`src/rtl/wb_skid_stage_reg.sv`:
```
// wb_skid_stage_reg -- multi-lane execute->writeback register, 2-entry skid, ROB-age selective flush
// Rev 1.0
`default_nettype none

module wb_skid_stage_reg #(
  parameter int WORD_SIZE     = 32,
  parameter int INSTR_TYPE_SZ = 4,
  parameter int ROB_ID_W      = 7,
  parameter int LANES         = 2
) (
  input  logic                              clk,
  input  logic                              reset,
  input  logic [LANES-1:0]                  in_valid,
  input  logic [LANES*INSTR_TYPE_SZ-1:0]    in_instruction_type,
  input  logic [LANES*WORD_SIZE-1:0]        in_pc,
  input  logic [LANES*WORD_SIZE-1:0]        in_result,
  input  logic [LANES*ROB_ID_W-1:0]         in_rob_id,
  output logic                              in_ready,
  output logic [LANES-1:0]                  out_valid,
  output logic [LANES*INSTR_TYPE_SZ-1:0]    out_instruction_type,
  output logic [LANES*WORD_SIZE-1:0]        out_pc,
  output logic [LANES*WORD_SIZE-1:0]        out_result,
  output logic [LANES*ROB_ID_W-1:0]         out_rob_id,
  input  logic                              out_ready,
  input  logic                              flush,
  input  logic [ROB_ID_W-1:0]               flush_rob_id,
  input  logic [ROB_ID_W-1:0]               rob_head
);

  localparam int TW = LANES * INSTR_TYPE_SZ;
  localparam int PW = LANES * WORD_SIZE;
  localparam int RW = LANES * ROB_ID_W;

  typedef enum logic [1:0] {
    ST_EMPTY = 2'd0,
    ST_ONE   = 2'd1,
    ST_FULL  = 2'd2
  } state_t;

  state_t           state_q, state_d;
  logic             in_ready_q, in_ready_d;

  logic [LANES-1:0] main_valid_q, main_valid_d;
  logic [TW-1:0]    main_type_q, main_type_d;
  logic [PW-1:0]    main_pc_q, main_pc_d;
  logic [PW-1:0]    main_result_q, main_result_d;
  logic [RW-1:0]    main_rob_q, main_rob_d;

  logic [LANES-1:0] skid_valid_q, skid_valid_d;
  logic [TW-1:0]    skid_type_q, skid_type_d;
  logic [PW-1:0]    skid_pc_q, skid_pc_d;
  logic [PW-1:0]    skid_result_q, skid_result_d;
  logic [RW-1:0]    skid_rob_q, skid_rob_d;

  logic             in_fire, out_fire;
  logic [LANES-1:0] kill_main, kill_skid, kill_in;
  logic [LANES-1:0] main_live, skid_live, in_live;

  // Ages are taken relative to rob_head; ROB_ID_W-bit truncation gives the modulo wrap.
  function automatic logic [LANES-1:0] kill_lanes(
    input logic [RW-1:0]       ids,
    input logic                fl,
    input logic [ROB_ID_W-1:0] fid,
    input logic [ROB_ID_W-1:0] head
  );
    logic [ROB_ID_W-1:0] age_f;
    logic [ROB_ID_W-1:0] age_l;
    kill_lanes = '0;
    age_f      = fid - head;
    for (int i = 0; i < LANES; i++) begin
      age_l         = ids[i*ROB_ID_W +: ROB_ID_W] - head;
      kill_lanes[i] = fl && (age_l > age_f);
    end
  endfunction

  always_comb begin
    in_fire   = in_ready_q & (|in_valid);
    out_fire  = (|main_valid_q) & out_ready;
    kill_main = kill_lanes(main_rob_q, flush, flush_rob_id, rob_head);
    kill_skid = kill_lanes(skid_rob_q, flush, flush_rob_id, rob_head);
    kill_in   = kill_lanes(in_rob_id,  flush, flush_rob_id, rob_head);

    // A presented bundle taken by writeback is gone even if flushed this cycle.
    main_live = out_fire ? '0 : (main_valid_q & ~kill_main);
    skid_live = skid_valid_q & ~kill_skid;
    in_live   = in_fire ? (in_valid & ~kill_in) : '0;

    main_valid_d  = main_valid_q;
    main_type_d   = main_type_q;
    main_pc_d     = main_pc_q;
    main_result_d = main_result_q;
    main_rob_d    = main_rob_q;
    skid_valid_d  = skid_valid_q;
    skid_type_d   = skid_type_q;
    skid_pc_d     = skid_pc_q;
    skid_result_d = skid_result_q;
    skid_rob_d    = skid_rob_q;

    // Surviving entries compact towards MAIN in arrival order: MAIN, SKID, incoming.
    if (|main_live) begin
      main_valid_d = main_live;
      if (|skid_live) begin
        skid_valid_d = skid_live;
      end else if (|in_live) begin
        skid_valid_d  = in_live;
        skid_type_d   = in_instruction_type;
        skid_pc_d     = in_pc;
        skid_result_d = in_result;
        skid_rob_d    = in_rob_id;
      end else begin
        skid_valid_d = '0;
      end
    end else if (|skid_live) begin
      main_valid_d  = skid_live;
      main_type_d   = skid_type_q;
      main_pc_d     = skid_pc_q;
      main_result_d = skid_result_q;
      main_rob_d    = skid_rob_q;
      if (|in_live) begin
        skid_valid_d  = in_live;
        skid_type_d   = in_instruction_type;
        skid_pc_d     = in_pc;
        skid_result_d = in_result;
        skid_rob_d    = in_rob_id;
      end else begin
        skid_valid_d = '0;
      end
    end else if (|in_live) begin
      main_valid_d  = in_live;
      main_type_d   = in_instruction_type;
      main_pc_d     = in_pc;
      main_result_d = in_result;
      main_rob_d    = in_rob_id;
      skid_valid_d  = '0;
    end else begin
      main_valid_d = '0;
      skid_valid_d = '0;
    end

    if (|skid_valid_d) begin
      state_d = ST_FULL;
    end else if (|main_valid_d) begin
      state_d = ST_ONE;
    end else begin
      state_d = ST_EMPTY;
    end
    in_ready_d = (state_d != ST_FULL);
  end

  always_ff @(posedge clk or negedge reset) begin
    if (!reset) begin
      state_q       <= ST_EMPTY;
      in_ready_q    <= 1'b1;
      main_valid_q  <= '0;
      main_type_q   <= '0;
      main_pc_q     <= '0;
      main_result_q <= '0;
      main_rob_q    <= '0;
      skid_valid_q  <= '0;
      skid_type_q   <= '0;
      skid_pc_q     <= '0;
      skid_result_q <= '0;
      skid_rob_q    <= '0;
    end else begin
      state_q       <= state_d;
      in_ready_q    <= in_ready_d;
      main_valid_q  <= main_valid_d;
      main_type_q   <= main_type_d;
      main_pc_q     <= main_pc_d;
      main_result_q <= main_result_d;
      main_rob_q    <= main_rob_d;
      skid_valid_q  <= skid_valid_d;
      skid_type_q   <= skid_type_d;
      skid_pc_q     <= skid_pc_d;
      skid_result_q <= skid_result_d;
      skid_rob_q    <= skid_rob_d;
    end
  end

  assign in_ready             = in_ready_q;
  assign out_valid            = main_valid_q;
  assign out_instruction_type = main_type_q;
  assign out_pc               = main_pc_q;
  assign out_result           = main_result_q;
  assign out_rob_id           = main_rob_q;

endmodule

`default_nettype wire

```
`config.mk`:
```
export PLATFORM = sky130hd
export DESIGN_NAME = wb_skid_stage_reg
export DESIGN_NICKNAME = d
export VERILOG_FILES = /design/src/rtl/wb_skid_stage_reg.sv
export SDC_FILE = /design/constraint.sdc
export NUM_CORES = 1
export LEC_CHECK = 0
export ABC_CLOCK_PERIOD_IN_PS = 4600
export CELL_PAD_IN_SITES_DETAIL_PLACEMENT = 1
export CELL_PAD_IN_SITES_GLOBAL_PLACEMENT = 2
export CORE_MARGIN = 10
export CORE_UTILIZATION = 33
export DETAILED_ROUTE_END_ITERATION = 10
export GPL_ROUTABILITY_DRIVEN = 0
export PLACE_DENSITY_LB_ADDON = 0.1
export SYNTH_ARGS = -nofsm -noshare
export SYNTH_HDL_FRONTEND = slang
export SYNTH_SLANG_ARGS = --single-unit
```
`constraint.sdc`:
```
create_clock -name clk -period 4.6 [get_ports clk]
set_clock_uncertainty 0.2 [all_clocks]
set_input_delay 1.15 -clock clk [delete_from_list [all_inputs] [get_ports clk]]
set_output_delay 1.15 -clock clk [all_outputs]
set_load 0.05 [all_outputs]
```
==> flow_summary.yaml, run 1 <==
floorplan:
  pin_count: 323
  core_area_um2: 49300
  dieArea_um2: 59500
  row_count: 81
  die_width_um: 244
  die-height_um: 244
  start_util_pct: 33.6
status:
  outcome: "complete, but fails checks"
  violations: "setup timing"
logic_synthesis:
  netlist_area_um2: 16500
  ys_warn_count: 0
  synth_seq_cells: 305
  synth_seq_area_share_pct: 46.2
  synth_nets: 1443
  syn_inst: 1194
  async_flop_share_pct: 100
  synth.avg_cell_area_um2: 13.8
  ys_dominant_reg_cell: "dfrtp_1"
  synth_cell_types: 68
  synth-edff-count: 0
timing:
  setup_ws_ns: -0.403
  final-setup-viol-count: 300
  fin_crit_sh_pct: 109
  hold_ws_ns: 0.290
  relSlewSlack_pct: 47.2
  fmax_ghz: 0.200
  slew_violations: 0
  layout_min_cycle_time_ns: 5.00
  rsz0062_at_grt: "true"
  finalHoldViolations: 0
  worst_slew_pin_slew_ns: 0.791
route:
  firstDrtPassIters: 4
  vias: 12100
  wire_per_inst_um: 23.2
  drc: 0
  detail-route-antenna-nets: 0
  drtIter0Drc: 444
  viasPerCell: 4.85
  routed_wl_um: 57700
clocking:
  clockRootBuffer: "clkbuf_16"
  clock-sinks: 305
  clk_path_buf_depth: 3
  cts_tree: "yes"
  htreeDepth: 2
  cts_buffers: 38
  worstSkewPairLatency_ns: 0.56
  clk_transition_reported_paths_ns: 0.06
  hold_buffers: 0
flow_run:
  cap_violations: 0
worst_setup_path:
  crit_arrival_ns: 5.25
  reg2reg_depth: 21
  cp-end-kind: "flip-flop"
  required_ns: 4.85
  crit_start: "rob_head[5]"
  cp-start-kind: "primary input"
  r2r_start: "skid_rob_q[0]"
  r2r-end: "out_result[46]"
  reg2reg_setup_slack_ns: 0.01
  critPathKind: "in2reg"
  crit_path_max_fanout: 8
worst_hold_path:
  holdCritStartpoint: "out_result[14]"
  hold_path_end: "out_result[14]"
  hold_class: "reg2reg"
  hold_depth: 1
global_route:
  grt_pass1_vias: 13900
  grt_overflow: 0
  grt.total_usage_pct: 18.4
  grt_max_degree: 93
  grt_pass1_wl_um: 85300
  antenna_found_initial: 8
layout:
  num-nets-final: 2040
  area_delta_synth_final_pct: 60.5
  layout-drive-gt1-share_pct: 48.4
  layout.area.seq_um2: 7630
  multi_input_comb_area_um2: 9900
  fill_cells: 4849
  fin_util_pct: 53.9
place:
  port_buffers: 322
  dp_hpwl_um: 38700
kinds of logic (layout without fill, tap and decap cells):
kind of cell / after synthesis / in the layout / synth area share [%]
adder cells (fa/ha/maj): 83 / 83 / 6.54
AO/OA/AOI/OAI: 136 / 136 / 6.29
buffers and inverters: 93 / 720 / 3.35
AND/OR/NAND/NOR: 97 / 97 / 3.19
XOR/XNOR: 32 / 32 / 1.74
multiplexers: 448 / 448 / 32.7
other: 0 / 5 / 0
flip-flops: 305 / 305 / 46.2
what timing repair did:
action | in CTS | in global routing
buffers inserted | 55 | 22
endpoints found under the setup margin | 305 | 305
cloned | 23 | 10
gates resized for setup | 209 | 213
pin swaps | 38 | 48
hold endpoints to repair | 0 | 0
layout make-up:
| class | instances | share of cell area, % |
|---|---|---|
| inverter | 41 | 0.613 |
| tap | 664 | 3.13 |
| clock inverter | 17 | 0.929 |
| antenna | 5 | 0.0471 |
| clock buffer | 53 | 3.95 |
| multi-input combinational | 796 | 37.3 |
| timing repair buffer | 609 | 25.3 |
| sequential | 305 | 28.8 |
registers in the layout (all words and copies together), names as in the netlist:
register / count
in_ready: 1
out_instruction_type: 8
out_pc: 64
out_result: 64
out_rob_id: 14
out_valid: 2
skid_pc_q: 64
skid_result_q: 64
skid_rob_q: 14
skid_type_q: 8
skid_valid_q: 2
placed cells by master (no fill, tap or decap), types with 11 or more instances in the layout:
cell	Yosys	final
dfrtp_1	304	304
nor2_1	19	16
a21oi_1	25	13
inv_1	41	33
buf_4	2	164
clkdlybuf4s50_1	0	311
buf_12	0	47
ha_4	0	15
ha_1	72	57
mux2_2	248	64
buf_16	0	15
clkbuf_1	2	11
nor2b_1	19	17
a21oi_2	2	13
a21o_1	14	14
clkbuf_16	0	48
buf_8	0	18
mux2_4	98	372
xnor2_1	24	20
buf_6	22	36
metal layers:
metal / wire length, µm / track usage, % / part of all wire (%) / vias to the layer above
met2: 29500 / 32.3 / 51 / 210
li1: - / - / - / 5568
met3: 2700 / 4.53 / 4.7 / 58
met4: 854 / 4.40 / 1.5 / 6
met5: 38 / 0 / 0.066 / -
met1: 24600 / 22.2 / 43 / 6234
critical path: stages:
cell and delay (ns):
clkdlybuf4s50_1 0.46, inv_1 0.10, buf_4 0.18, ha_1 0.37
or3b_2 0.47, nand3_1 0.12, a211oi_2 0.05, buf_4 0.16
nand2_1 0.08, or4b_4 0.50, o221a_4 0.24, o211ai_4 0.27
buf_6 0.15, a22o_4 0.23, buf_12 0.21, clkbuf_16 0.19
mux2_4 0.30
per-stage QoR:
step / area (µm²) / setup WS (ns) / TNS (ns) / instances
6_report: 26500 / -0.403 / -99.65 / 2490
3_3_place_gp: 22500 / -1.51 / -434.98 / 2329
5_1_grt: 26500 / -0.582 / -150.65 / 2487
4_1_cts: 25800 / -0.519 / -131.50 / 2473
2_1_floorplan: 17200 / -0.688 / -195.34 / 1194
3_5_place_dp: 22500 / -1.53 / -435.41 / 2329
cells in the mapped netlist (4+ instances only):
master | count | area share (%)
buf_2 | 26 | 0.79
a21oi_1 | 25 | 0.76
xnor2_1 | 24 | 1.3
nand2b_1 | 6 | 0.23
buf_6 | 22 | 1.5
nor3_1 | 6 | 0.18
nand3_1 | 9 | 0.27
dfrtp_1 | 304 | 46
xor2_1 | 7 | 0.37
nor3b_1 | 5 | 0.23
fa_1 | 7 | 0.85
o31ai_1 | 5 | 0.23
o211ai_1 | 4 | 0.18
maj3_1 | 4 | 0.24
a211oi_1 | 5 | 0.23
mux2_1 | 98 | 6.7
nand2_1 | 15 | 0.34
a211o_1 | 6 | 0.32
mux2i_1 | 4 | 0.24
nor2_1 | 19 | 0.43
o21ai_0 | 16 | 0.48
a21boi_0 | 6 | 0.27
o21bai_1 | 4 | 0.18
nor2b_1 | 19 | 0.72
ha_1 | 72 | 5.4
o21a_1 | 10 | 0.45
mux2_4 | 98 | 8.9
o311a_1 | 7 | 0.42
a21o_1 | 14 | 0.64
mux2_2 | 248 | 17
inv_1 | 41 | 0.93
worst max-delay path by stage:
stage / to / slack, ns / cells after the start
final: skid_result_q[16] / -0.40 / 17
after global routing: skid_result_q[14] / -0.58 / 23
after CTS: skid_result_q[31] / -0.52 / 25
after detailed placement: out_result[40] / -1.53 / 20
after global placement: out_pc[53] / -1.51 / 19
after floorplan: out_result[0] / -0.69 / 18
Power of run 1 is not shown: default switching activity piles up to over one toggle a cycle in this logic, so the estimate is an artifact.
==> run 2: changes to the inputs <==
--- a/config.mk
+++ b/config.mk
@@ -13,6 +13,8 @@
 export DETAILED_ROUTE_END_ITERATION = 10
 export GPL_ROUTABILITY_DRIVEN = 0
 export PLACE_DENSITY_LB_ADDON = 0.1
+export SKIP_LAST_GASP = 1
+export SLEW_MARGIN = 20
 export SYNTH_ARGS = -nofsm -noshare
 export SYNTH_HDL_FRONTEND = slang
 export SYNTH_SLANG_ARGS = --single-unit
==> flow_summary.yaml, run 2 (synthesis gave the netlist of run 1 again) <==
status:
  outcome: "complete, but fails checks"
  violations: "setup timing"
worst_setup_path:
  r2r-end: "out_result[46]"
  cp-end-kind: "flip-flop"
  reg2reg_depth: 21
  cp-start-kind: "primary input"
  cp_top_family: "buffers and inverters"
  path_buf_inv: 7
  reg2reg_setup_slack_ns: 0
  critPathKind: "in2reg"
  cp_common_cell: "buf_4"
  path_cells: "clkdlybuf4s50_1, inv_1, buf_4, ha_1, or3b_2, nand3_1, a211oi_2, buf_4, nand2_1, or4b_4, o21ai_4, o211ai_4, a311oi_4, buf_6, buf_12, buf_16, mux2_2"
  crit_path_max_fanout: 16
  r2r_start: "skid_rob_q[0]"
  required_ns: 4.84
  slowest_delay_ns: 0.50
  crit_arrival_ns: 5.25
  cp_slowest_cell: "or4b_4"
layout:
  area_delta_synth_final_pct: 60.1
  fill_cells: 4859
  layout.area.seq_um2: 7630
  num-nets-final: 2039
  multi_input_comb_area_um2: 9850
  layout_commonest_cell: "mux2_4"
  layout-drive-gt1-share_pct: 48.2
  final_cell_mix: "364 x mux2_4, 311 x clkdlybuf4s50_1, 304 x dfrtp_1"
clocking:
  cts_tree: "yes"
  clk_path_buf_depth: 3
  cts_buffers: 38
  htreeDepth: 2
  clock-sinks: 305
  worstSkewPairLatency_ns: 0.56
  clockRootBuffer: "clkbuf_16"
  hold_buffers: 0
  clk_transition_reported_paths_ns: 0.06
worst_hold_path:
  hold_class: "reg2reg"
  hold_path_end: "out_result[3]"
  hold_depth: 1
  holdCritStartpoint: "out_result[3]"
timing:
  hold_ws_ns: 0.303
  worst_slew_pin_slew_ns: 0.808
  fin_crit_sh_pct: 109
  setup_ws_ns: -0.411
  setup_tns_ns: -99.73
  rsz0062_at_grt: "true"
  layout_min_cycle_time_ns: 5.01
  final-setup-viol-count: 300
  finalHoldViolations: 0
  relSlewSlack_pct: 46.1
  slew_violations: 0
  fmax_ghz: 0.200
route:
  firstDrtPassIters: 4
  drc: 0
  viasPerCell: 4.84
  wire_per_inst_um: 23.1
  vias: 12100
  drtIter0Drc: 424
  routed_wl_um: 57400
  detail-route-antenna-nets: 0
floorplan:
  row_count: 81
  die-height_um: 244
  core_area_um2: 49300
  start_util_pct: 33.6
  dieArea_um2: 59500
  pin_count: 323
  die_width_um: 244
global_route:
  grt_pass1_wl_um: 85200
  grt_max_degree: 93
  grt_overflow: 0
  use_met2_pct: 32.4
  grt-busiest-layer: "met2"
  use_met3_pct: 4.53
  grt.total_usage_pct: 18.4
  grt_pass1_vias: 13900
  grtUsageMet1_pct: 22.0
  antenna_found_initial: 7
place:
  port_buffers: 322
  dp_hpwl_um: 38700
flow_run:
  cap_violations: 0
run 2: per-layer routing:
metal / vias to the layer above / share of wire (%)
li1: 5564 / -
met1: 6233 / 43
met2: 202 / 51
met3: 53 / 4.6
met4: 4 / 1.4
met5: - / 0.031
run 2: repair_timing:
item / CTS / global route
cloned: 23 / 10
pin swaps: 38 / 46
endpoints found under the setup margin: 305 / 305
setup buffers: 55 / 22
resized for setup: 194 / 214
run 2: worst max-delay path by stage:
stage,startpoint,endpoint,slack (ns),cells after the start
after floorplan,rob_head[1],out_result[0],-0.69,18
after global placement,rob_head[1],out_pc[53],-1.51,19
after detailed placement,rob_head[0],out_result[40],-1.53,20
after CTS,flush_rob_id[0],skid_result_q[31],-0.52,25
after global routing,flush_rob_id[0],skid_result_q[14],-0.58,23
final,rob_head[5],out_pc[33],-0.41,17
run 2: per-stage QoR:
stage                     area [µm²]  cells  util [%]  worst slack (ns)
after floorplan                17200   1194         -            -0.688
after global placement         22500   2329      45.7             -1.51
after detailed placement       22500   2329      45.7             -1.53
after CTS                      25700   2473      52.2            -0.519
after global routing           26500   2486      53.7            -0.584
final                          26500   2489      53.7            -0.411
run 2: layout make-up:
type / count / area share (%)
repair buffers: 608 / 25.2
clock inverters: 17 / 0.931
multi-input cells: 796 / 37.2
inverters: 41 / 0.605
clock buffers: 53 / 3.96
diodes: 5 / 0.0473
well taps: 664 / 3.14
flip-flops and latches: 305 / 28.8
Power of run 2 is left out for the same reason.
